`src/rtl/prefix_adder_arbiter_if.sv`:
```
// Bundle of the request lanes, the shared-adder hookup and the result stage
// for prefix_adder_arbiter. The slave modport is the arbiter's side; the
// master modport is the side that owns the requesters, the adder and the
// result consumer.
interface prefix_adder_arbiter_if #(
    parameter int unsigned W = 16,
    parameter int unsigned N = 4
);
    localparam int unsigned IdW = $clog2(N);

    logic [N-1:0]   req_valid;
    logic [N-1:0]   req_ready;
    logic [N*W-1:0] req_a;
    logic [N*W-1:0] req_b;
    logic [N-1:0]   req_cin;
    logic [N-1:0]   req_last;

    logic [W-1:0]   add_a;
    logic [W-1:0]   add_b;
    logic           add_cin;
    logic [W-1:0]   add_sum;
    logic           add_cout;

    logic           res_valid;
    logic           res_ready;
    logic [W-1:0]   res_sum;
    logic           res_cout;
    logic [IdW-1:0] res_id;
    logic           res_last;
    logic           busy;

    modport slave (
        input  req_valid, req_a, req_b, req_cin, req_last, add_sum, add_cout, res_ready,
        output req_ready, add_a, add_b, add_cin, res_valid, res_sum, res_cout, res_id,
               res_last, busy
    );

    modport master (
        output req_valid, req_a, req_b, req_cin, req_last, add_sum, add_cout, res_ready,
        input  req_ready, add_a, add_b, add_cin, res_valid, res_sum, res_cout, res_id,
               res_last, busy
    );
endinterface

```
`src/rtl/prefix_adder_arbiter.sv`:
```
// Round-robin arbiter sharing one external combinational adder among N
// requesters. A grant is held for a whole burst; results leave through a
// one-entry registered valid/ready stage tagged with the requester index.
// Optional feature macro: ADDER_CARRY_CHAIN_EN enables multi-word bursts with
// carry chaining between words. Without it every word is a burst of one.
module prefix_adder_arbiter #(
    parameter int unsigned W = 16,
    parameter int unsigned N = 4
) (
    input logic                   clk,
    input logic                   rst,
    prefix_adder_arbiter_if.slave bus
);
    localparam int unsigned IdW = $clog2(N);

    typedef enum logic [0:0] {StIdle, StBurst} state_e;

    state_e         state_q, state_d;
    logic [IdW-1:0] grant_q, grant_d;
    logic [IdW-1:0] rr_ptr_q, rr_ptr_d;
    logic [IdW-1:0] pick;
    logic           found;
    logic           accept;
    logic           last_word;
    logic           lane_valid;
    logic           lane_cin;

    logic           res_valid_q, res_valid_d;
    logic [W-1:0]   res_sum_q, res_sum_d;
    logic           res_cout_q, res_cout_d;
    logic [IdW-1:0] res_id_q, res_id_d;
    logic           res_last_q, res_last_d;

`ifdef ADDER_CARRY_CHAIN_EN
    logic           carry_q, carry_d;
    logic           first_q, first_d;
`else
    logic           unused_last;
    assign unused_last = ^bus.req_last;
`endif

    logic [W-1:0] lane_a [N];
    logic [W-1:0] lane_b [N];

    for (genvar gi = 0; gi < N; gi++) begin : g_lanes
        assign lane_a[gi] = bus.req_a[gi*W +: W];
        assign lane_b[gi] = bus.req_b[gi*W +: W];
    end

    assign lane_valid = bus.req_valid[grant_q];
    assign lane_cin   = bus.req_cin[grant_q];
    assign accept     = (state_q == StBurst) && lane_valid && (!res_valid_q || bus.res_ready);

`ifdef ADDER_CARRY_CHAIN_EN
    assign last_word = bus.req_last[grant_q];
`else
    assign last_word = 1'b1;
`endif

    // Round-robin search: first valid requester at or after rr_ptr_q.
    always_comb begin
        logic [IdW-1:0] idx;
        found = 1'b0;
        pick  = rr_ptr_q;
        idx   = '0;
        for (int k = 0; k < int'(N); k++) begin
            idx = IdW'((int'(rr_ptr_q) + k) % int'(N));
            if (!found && bus.req_valid[idx]) begin
                found = 1'b1;
                pick  = idx;
            end
        end
    end

    // FSM next state, grant capture and pointer rotation after a last word.
    always_comb begin
        state_d  = state_q;
        grant_d  = grant_q;
        rr_ptr_d = rr_ptr_q;
        unique case (state_q)
            StIdle: begin
                if (found) begin
                    grant_d = pick;
                    state_d = StBurst;
                end
            end
            StBurst: begin
                if (accept && last_word) begin
                    state_d  = StIdle;
                    rr_ptr_d = (grant_q == IdW'(N - 1)) ? '0 : grant_q + 1'b1;
                end
            end
            default: state_d = StIdle;
        endcase
    end

    // Adder operand mux; carry-in depends only on grant and burst position.
    always_comb begin
        bus.add_a   = '0;
        bus.add_b   = '0;
        bus.add_cin = 1'b0;
        if (state_q == StBurst) begin
            bus.add_a = lane_a[grant_q];
            bus.add_b = lane_b[grant_q];
`ifdef ADDER_CARRY_CHAIN_EN
            bus.add_cin = first_q ? lane_cin : carry_q;
`else
            bus.add_cin = lane_cin;
`endif
        end
    end

    // Only the granted lane ever sees ready.
    always_comb begin
        bus.req_ready = '0;
        for (int i = 0; i < int'(N); i++) begin
            bus.req_ready[i] = accept && (grant_q == IdW'(i));
        end
    end

    // Result register: load on accept, otherwise drain on res_ready.
    always_comb begin
        res_valid_d = res_valid_q;
        res_sum_d   = res_sum_q;
        res_cout_d  = res_cout_q;
        res_id_d    = res_id_q;
        res_last_d  = res_last_q;
`ifdef ADDER_CARRY_CHAIN_EN
        carry_d     = carry_q;
        first_d     = first_q;
        if (state_q == StIdle) begin
            first_d = 1'b1;
        end
`endif
        if (accept) begin
            res_valid_d = 1'b1;
            res_sum_d   = bus.add_sum;
            res_cout_d  = bus.add_cout;
            res_id_d    = grant_q;
            res_last_d  = last_word;
`ifdef ADDER_CARRY_CHAIN_EN
            carry_d     = bus.add_cout;
            first_d     = 1'b0;
`endif
        end else if (bus.res_ready) begin
            res_valid_d = 1'b0;
        end
    end

    // State registers with synchronous reset; a partial burst is dropped.
    always_ff @(posedge clk) begin
        if (rst) begin
            state_q     <= StIdle;
            grant_q     <= '0;
            rr_ptr_q    <= '0;
            res_valid_q <= 1'b0;
            res_sum_q   <= '0;
            res_cout_q  <= 1'b0;
            res_id_q    <= '0;
            res_last_q  <= 1'b0;
`ifdef ADDER_CARRY_CHAIN_EN
            carry_q     <= 1'b0;
            first_q     <= 1'b1;
`endif
        end else begin
            state_q     <= state_d;
            grant_q     <= grant_d;
            rr_ptr_q    <= rr_ptr_d;
            res_valid_q <= res_valid_d;
            res_sum_q   <= res_sum_d;
            res_cout_q  <= res_cout_d;
            res_id_q    <= res_id_d;
            res_last_q  <= res_last_d;
`ifdef ADDER_CARRY_CHAIN_EN
            carry_q     <= carry_d;
            first_q     <= first_d;
`endif
        end
    end

    assign bus.res_valid = res_valid_q;
    assign bus.res_sum   = res_sum_q;
    assign bus.res_cout  = res_cout_q;
    assign bus.res_id    = res_id_q;
    assign bus.res_last  = res_last_q;
    assign bus.busy      = (state_q == StBurst);
endmodule

```
`src/flat_wrapper.sv`:
```
// flat-port wrapper written by rule: the top's interface ports become plain ports
module prefix_adder_arbiter_flat 
#(
    parameter int unsigned W = 16,
    parameter int unsigned N = 4
)
  (clk, rst, bus_req_valid, bus_req_a, bus_req_b, bus_req_cin, bus_req_last, bus_add_sum, bus_add_cout, bus_res_ready, bus_req_ready, bus_add_a, bus_add_b, bus_add_cin, bus_res_valid, bus_res_sum, bus_res_cout, bus_res_id, bus_res_last, bus_busy);
  prefix_adder_arbiter_if #(.W(W), .N(N)) bus_i ();
  input logic clk;
  input logic rst;
  input wire logic [$bits(bus_i.req_valid)-1:0] bus_req_valid;
  input wire logic [$bits(bus_i.req_a)-1:0] bus_req_a;
  input wire logic [$bits(bus_i.req_b)-1:0] bus_req_b;
  input wire logic [$bits(bus_i.req_cin)-1:0] bus_req_cin;
  input wire logic [$bits(bus_i.req_last)-1:0] bus_req_last;
  input wire logic [$bits(bus_i.add_sum)-1:0] bus_add_sum;
  input wire logic [$bits(bus_i.add_cout)-1:0] bus_add_cout;
  input wire logic [$bits(bus_i.res_ready)-1:0] bus_res_ready;
  output wire logic [$bits(bus_i.req_ready)-1:0] bus_req_ready;
  output wire logic [$bits(bus_i.add_a)-1:0] bus_add_a;
  output wire logic [$bits(bus_i.add_b)-1:0] bus_add_b;
  output wire logic [$bits(bus_i.add_cin)-1:0] bus_add_cin;
  output wire logic [$bits(bus_i.res_valid)-1:0] bus_res_valid;
  output wire logic [$bits(bus_i.res_sum)-1:0] bus_res_sum;
  output wire logic [$bits(bus_i.res_cout)-1:0] bus_res_cout;
  output wire logic [$bits(bus_i.res_id)-1:0] bus_res_id;
  output wire logic [$bits(bus_i.res_last)-1:0] bus_res_last;
  output wire logic [$bits(bus_i.busy)-1:0] bus_busy;
  assign bus_i.req_valid = bus_req_valid;
  assign bus_i.req_a = bus_req_a;
  assign bus_i.req_b = bus_req_b;
  assign bus_i.req_cin = bus_req_cin;
  assign bus_i.req_last = bus_req_last;
  assign bus_i.add_sum = bus_add_sum;
  assign bus_i.add_cout = bus_add_cout;
  assign bus_i.res_ready = bus_res_ready;
  assign bus_req_ready = bus_i.req_ready;
  assign bus_add_a = bus_i.add_a;
  assign bus_add_b = bus_i.add_b;
  assign bus_add_cin = bus_i.add_cin;
  assign bus_res_valid = bus_i.res_valid;
  assign bus_res_sum = bus_i.res_sum;
  assign bus_res_cout = bus_i.res_cout;
  assign bus_res_id = bus_i.res_id;
  assign bus_res_last = bus_i.res_last;
  assign bus_busy = bus_i.busy;
  prefix_adder_arbiter #(.W(W), .N(N)) u_core (.clk(clk), .rst(rst), .bus(bus_i));
endmodule
```
`config.mk`:
```
export PLATFORM = sky130hd
export DESIGN_NAME = prefix_adder_arbiter_flat
export DESIGN_NICKNAME = d
export VERILOG_FILES = /design/src/rtl/prefix_adder_arbiter_if.sv /design/src/rtl/prefix_adder_arbiter.sv /design/src/flat_wrapper.sv
export SDC_FILE = /design/constraint.sdc
export NUM_CORES = 1
export LEC_CHECK = 0
export CELL_PAD_IN_SITES_DETAIL_PLACEMENT = 1
export CELL_PAD_IN_SITES_GLOBAL_PLACEMENT = 2
export CORE_ASPECT_RATIO = 1.75
export CORE_MARGIN = 5
export CORE_UTILIZATION = 14
export DETAILED_ROUTE_END_ITERATION = 8
export HOLD_SLACK_MARGIN = 0.02
export PLACE_DENSITY = 0.74
export SLEW_MARGIN = 20
export SYNTH_ARGS = -nofsm -noshare
export SYNTH_HDL_FRONTEND = slang
export SYNTH_SLANG_ARGS = --single-unit
```
`constraint.sdc`:
```
create_clock -name clk -period 1.8 [get_ports clk]
set_input_delay 0.36 -clock clk [delete_from_list [all_inputs] [get_ports clk]]
set_output_delay 0.36 -clock clk [all_outputs]
set_load 0.02 [all_outputs]
```
# Word level (Yosys, flattened, before mapping)
# Cells that the tools add are included.
[word_totals] ff_bits=26 inputBits=160 out_inout_bits=59 elab_cells=75
[classes] add_sub_neg=4 order_cmp=6 n_eq_ne=3 n_mux=34 bitwise=2 reduce_logical=18
[op_table] op="$mux W16" n=6
[op_table] op="$bmux W16 S2" n=2
[op_table] op="$lt A2 B3 Y1 const B" n=5
[op_table] op="$mux W1" n=15
[op_table] op="$bmux W1 S2" n=6
[op_table] op="$logic_and A1 B1 Y1" n=9
[op_table] op="$mux W2" n=4
[op_table] op="$add A2 B1 Y2 const B" n=2
[op_table] op="$add A2 B2 Y2 const B" n=2
[op_table] op="$eq A2 B2 Y1 const B" n=2
[op_table] op="$logic_not A1 Y1" n=4
[op_table] op="$reduce_and A2 Y1" n=2
[op_table] op="$ge A3 B3 Y1 const B" n=1
[op_table] op="$not A2 Y3" n=1
[op_table] op="$eq A2 B1 Y1 const B" n=1
[op_table] op="$logic_not A2 Y1" n=1
[op_table] op="$pmux W1 S2" n=1
[op_table] op="$reduce_bool A2 Y1" n=1
[op_table] op="$logic_or A1 B1 Y1" n=1
[op_table] op="$not A1 Y1" n=1

# Depth between registers and ports, before layout
[logic_depth] ltp_word=14 ltp_mapped=7 depth_no_buf=4

# Worst setup path before layout
# No wires, ideal clock.
[synth_path] kind="reg-to-output" from="reg u_core.grant_q[0]" to="out bus_add_a[10]" t_arrival_ns=1.592 t_required_ns=1.440 path_slack_ns=-0.152 stages_incl_launch_ff=5 path_buffers=2 cell_sequence="dfxtp_1 -> buf_6 -> buf_2 -> mux4_2 -> and2_1"
[synth_between] elab_chain_cells=5
[synth_lines] element="start, declared" line="prefix_adder_arbiter.sv:19" text="logic [IdW-1:0] grant_q, grant_d;"
[synth_lines] element="start signal, assigned" line="prefix_adder_arbiter.sv:167" text="grant_q <= grant_d;"
[synth_lines] element="$not A2 Y3 (implied by the code)" line="prefix_adder_arbiter.sv:103" text="bus.add_a = lane_a[grant_q];"
[synth_lines] element="$bmux W16 S2" line="prefix_adder_arbiter.sv:103"
[synth_lines] element="$mux W16 (implied by the code) (2 in series)" line="prefix_adder_arbiter.sv:103"
[synth_lines] element="$mux W16" line="prefix_adder_arbiter.sv:102" text="if (state_q == StBurst) begin"
[synth_lines] element="end, declared" line="flat_wrapper.sv:20" text="output wire logic [$bits(bus_i.add_a)-1:0] bus_add_a;"
# Every way passes these cells. The select of a mux whose other input is x is not followed.

# Final worst setup path
[layout_path] from="reg u_core.grant_q[0]" to="out bus_add_b[5]"
[layout_between] elab_chain_cells=5
[layout_lines] element="$not A2 Y3 (implied by the code)" line="prefix_adder_arbiter.sv:104" text="bus.add_b = lane_b[grant_q];"
[layout_lines] element="$bmux W16 S2" line="prefix_adder_arbiter.sv:104"
[layout_lines] element="$mux W16 (implied by the code) (2 in series)" line="prefix_adder_arbiter.sv:104"
[layout_lines] element="$mux W16" line="prefix_adder_arbiter.sv:102"
[layout_lines] element="end, declared" line="flat_wrapper.sv:21" text="output wire logic [$bits(bus_i.add_b)-1:0] bus_add_b;"
# Every way passes these cells. The select of a mux whose other input is x is not followed.

==> run_results.csv <==
group,metric,value,unit
route,via_count,2758,
worst_setup_path,critPathArrivalTime,1.72,ns
worst_setup_path,end_kind,"primary output",
grt,grt-ovfl-total,0,
floorplanning,rows,62,
placed_design,dpl-instance-area,0.00489,sq mm
finish,layout_commonest_cell,"clkdlybuf4s50_1",
grt,grt_max_degree,35,
finish,multi_input_area,0.00182,sq mm
floorplanning,fp.dieW,107,um
sta,rsz0062_at_grt,"yes",
sta,fin_ws,-0.277,ns
grt,grt_pass1_wl,19.3,mm
yosys,yosysWarnings,0,
clock_tree,clk_pin_slew,0.07,ns
pwr,p_leak,1.94,nW
placed_design,post-place-cells,647,
clock_tree,cts-root-buf,"clkbuf_16",
sta,relSlewSlack,75.8,%
pwr,peakVddDrop,0.342,mV
finish,drive_gt1_share,40.5,%
placed_design,dpl_worst_slack,-1.04,ns
yosys,netlist_area,0.00231,sq mm
finish,layout_common_cells,"173 x clkdlybuf4s50_1, 43 x buf_6, 37 x and2_4",
sta,fin_skew,0.00198,ns
clock_tree,cts_num_sinks,26,
yosys,synth_edf_count,0,
pwr,power_frac_comb,62.5,%
pwr,p_per_area,632,mW/mm^2
pwr,intPower,2.24,mW
route,drt_iter0_drc,57,
run,drv_cap,0,
finish,regArea,526,sq um
worst_setup_path,crit_type,"reg2out",
route,drc,0,
floorplanning,die_h,180,um
floorplanning,initial_utilization,14.1,%
clock_tree,insertion_delay,0.27,ns
clock_tree,cts_tree,"done",
yosys,ys_seq_area_share,22.5,%
yosys,postSynthNetCount,368,
route,drtPass1Iterations,4,
sta,fin_crit,2.08,ns
pwr,seq_power_share,20.6,%
yosys,synth-main-ff-cell,"dfxtp_1",
sta,max_freq,481,MHz
placed_design,hpwl,10.9,mm
yosys,synthArstFlopShare,0,%
route,via_per_inst,4.20,
finish,fin_cells,656,
grt,grt_usage,13.0,%
yosys,synth_area_per_cell,11.3,sq um
clock_tree,cts_max_level,1,
sta,fin_tns_setup,-9.33,ns
floorplanning,coreArea,0.0164,sq mm
finish,antennaDiodeCount,0,
status,status,"complete, but fails checks",
sta,min_period_over_period,115,%
pwr,clkPwrFrac,16.9,%
placed_design,gp_congestion,0.775,
worst_setup_path,critPathMaxFanout,6,
clock_tree,cts_made_buffers,3,
yosys,ys_types,34,
finish,final_area,0.00530,sq mm
worst_setup_path,startpoint_type,"flop",
pwr,power_switching,1.11,mW
finish,syn_to_final_growth,129,%
sta,worst_pin_slew,0.363,ns
yosys,ys_seq_elements,26,
sta,hold_viol_final,0,
status,violations,"setup timing",
grt,grt_pass1_vias,3127,
worst_setup_path,critPathRequiredTime,1.44,ns
floorplanning,die_area,0.0193,sq mm
clock_tree,ctsLongestPathBuffers,2,
finish,layout.nets,597,
pwr,sw_frac_of_total,33.2,%
placed_design,port_buffers,214,
sta,fin_hold_ws,0.467,ns
grt,antenna_found_initial,0,
route,routedWlPerCell,20.1,um
worst_hold_path,worstHoldPathType,"reg2reg",
sta,setup_violations,37,
yosys,netlist_instances,204,
clock_tree,hold_buffers,0,
floorplanning,ios,219,
sta,slew_violations,0,
route,postRouteAntennaNets,0,
route,routed_wl,13.2,mm
finish,fill_cells,1826,
-- sequential cells by signal, indices dropped and copies added (netlist names) --
name                  flops
u_core.bus.res_sum       16
u_core.bus.res_id         2
u_core.grant_q            2
u_core.rr_ptr_q           2
u_core.bus.busy           1
u_core.bus.res_cout       1
u_core.bus.res_last       1
u_core.bus.res_valid      1
-- power by group through the flow --
stage	combinational [mW]	clock (mW)	sequential [mW]
finish	2.09	0.565	0.689
global placement	1.82	0	0.695
global route	2.22	0.614	0.698
detailed placement	1.85	0	0.700
floorplan	0.819	0	0.755
CTS	2.11	0.593	0.689
-- what timing repair did --
item                                    CTS  global route
resized for setup                       276            13
setup buffers                             3             0
cloned                                    2             0
endpoints found under the setup margin   60            45
pin swaps                                 6             0
-- worst paths after layout --
check | slack [ns] | depth (start not counted) | to | from
setup / recovery | -0.28 | 5 | bus_add_b[5] | u_core.grant_q[0]$_SDFFE_PP0P_
hold reg to reg | 0.47 | 2 | u_core.bus.res_id[0]$_SDFFE_PP0P_ | u_core.bus.res_id[0]$_SDFFE_PP0P_
hold / removal | 0.47 | 2 | u_core.bus.res_id[0]$_SDFFE_PP0P_ | u_core.bus.res_id[0]$_SDFFE_PP0P_
setup reg to reg | 0.06 | 6 | u_core.bus.res_sum[7]$_SDFFE_PP0P_ | u_core.grant_q[0]$_SDFFE_PP0P_
-- layout make-up --
class,count,share of cell area (%)
Tap cell,224,5.29
Inverter,3,0.213
Timing Repair Buffer,248,48.5
Sequential cell,26,9.92
Clock buffer,4,1.68
Multi-Input combinational cell,151,34.4
-- cell usage after synthesis (2+ instances only) --
library cell | number | area share (%)
a21oi_1 | 3 | 0.65
a31o_1 | 13 | 4.9
a31o_2 | 5 | 1.9
and2_1 | 37 | 10
buf_2 | 8 | 1.7
buf_6 | 3 | 1.5
clkbuf_1 | 12 | 1.9
dfxtp_1 | 26 | 22
ha_1 | 4 | 2.2
inv_1 | 3 | 0.49
mux2i_1 | 2 | 0.87
mux4_2 | 32 | 31
nand2_1 | 4 | 0.65
nand2b_1 | 8 | 2.2
nor2_1 | 4 | 0.65
nor2b_1 | 2 | 0.54
nor3_1 | 3 | 0.65
nor4b_1 | 9 | 3.4
nor4b_2 | 9 | 5.8
o21ai_0 | 2 | 0.43
o22ai_1 | 2 | 0.54
-- critical path, cell delays in order (launching register included) --
cell and delay [ns]:
dfxtp_4 0.38, buf_12 0.14, buf_12 0.13, mux4_2 0.50, and2_4 0.17, buf_6 0.12
-- metrics by stage --
stage	utilization (%)	power [mW]
3_5_place_dp	29.9	2.55
3_3_place_gp	29.9	2.52
6_report	32.3	3.35
5_1_grt	32.3	3.53
4_1_cts	32.0	3.39
2_1_floorplan	-	1.57
-- logic make-up after synthesis --
logic type / count (synthesis) / share of synthesized area (%)
AND/OR/NAND/NOR: 80 / 25.5
multiplexers: 36 / 33.8
AO/OA/AOI/OAI: 31 / 10.3
buffers and inverters: 27 / 5.79
flip-flops: 26 / 22.5
adder cells (fa/ha/maj): 4 / 2.16
-- per-layer routing --
layer / routed length, um / part of all wire [%] / track usage (%)
met4: 218 / 1.7 / 3.07
met1: 4050 / 31 / 11.9
met2: 7460 / 57 / 26.6
met5: 0 / 0 / 0
met3: 1460 / 11 / 4.12
Power figures use the tool's default switching activity.
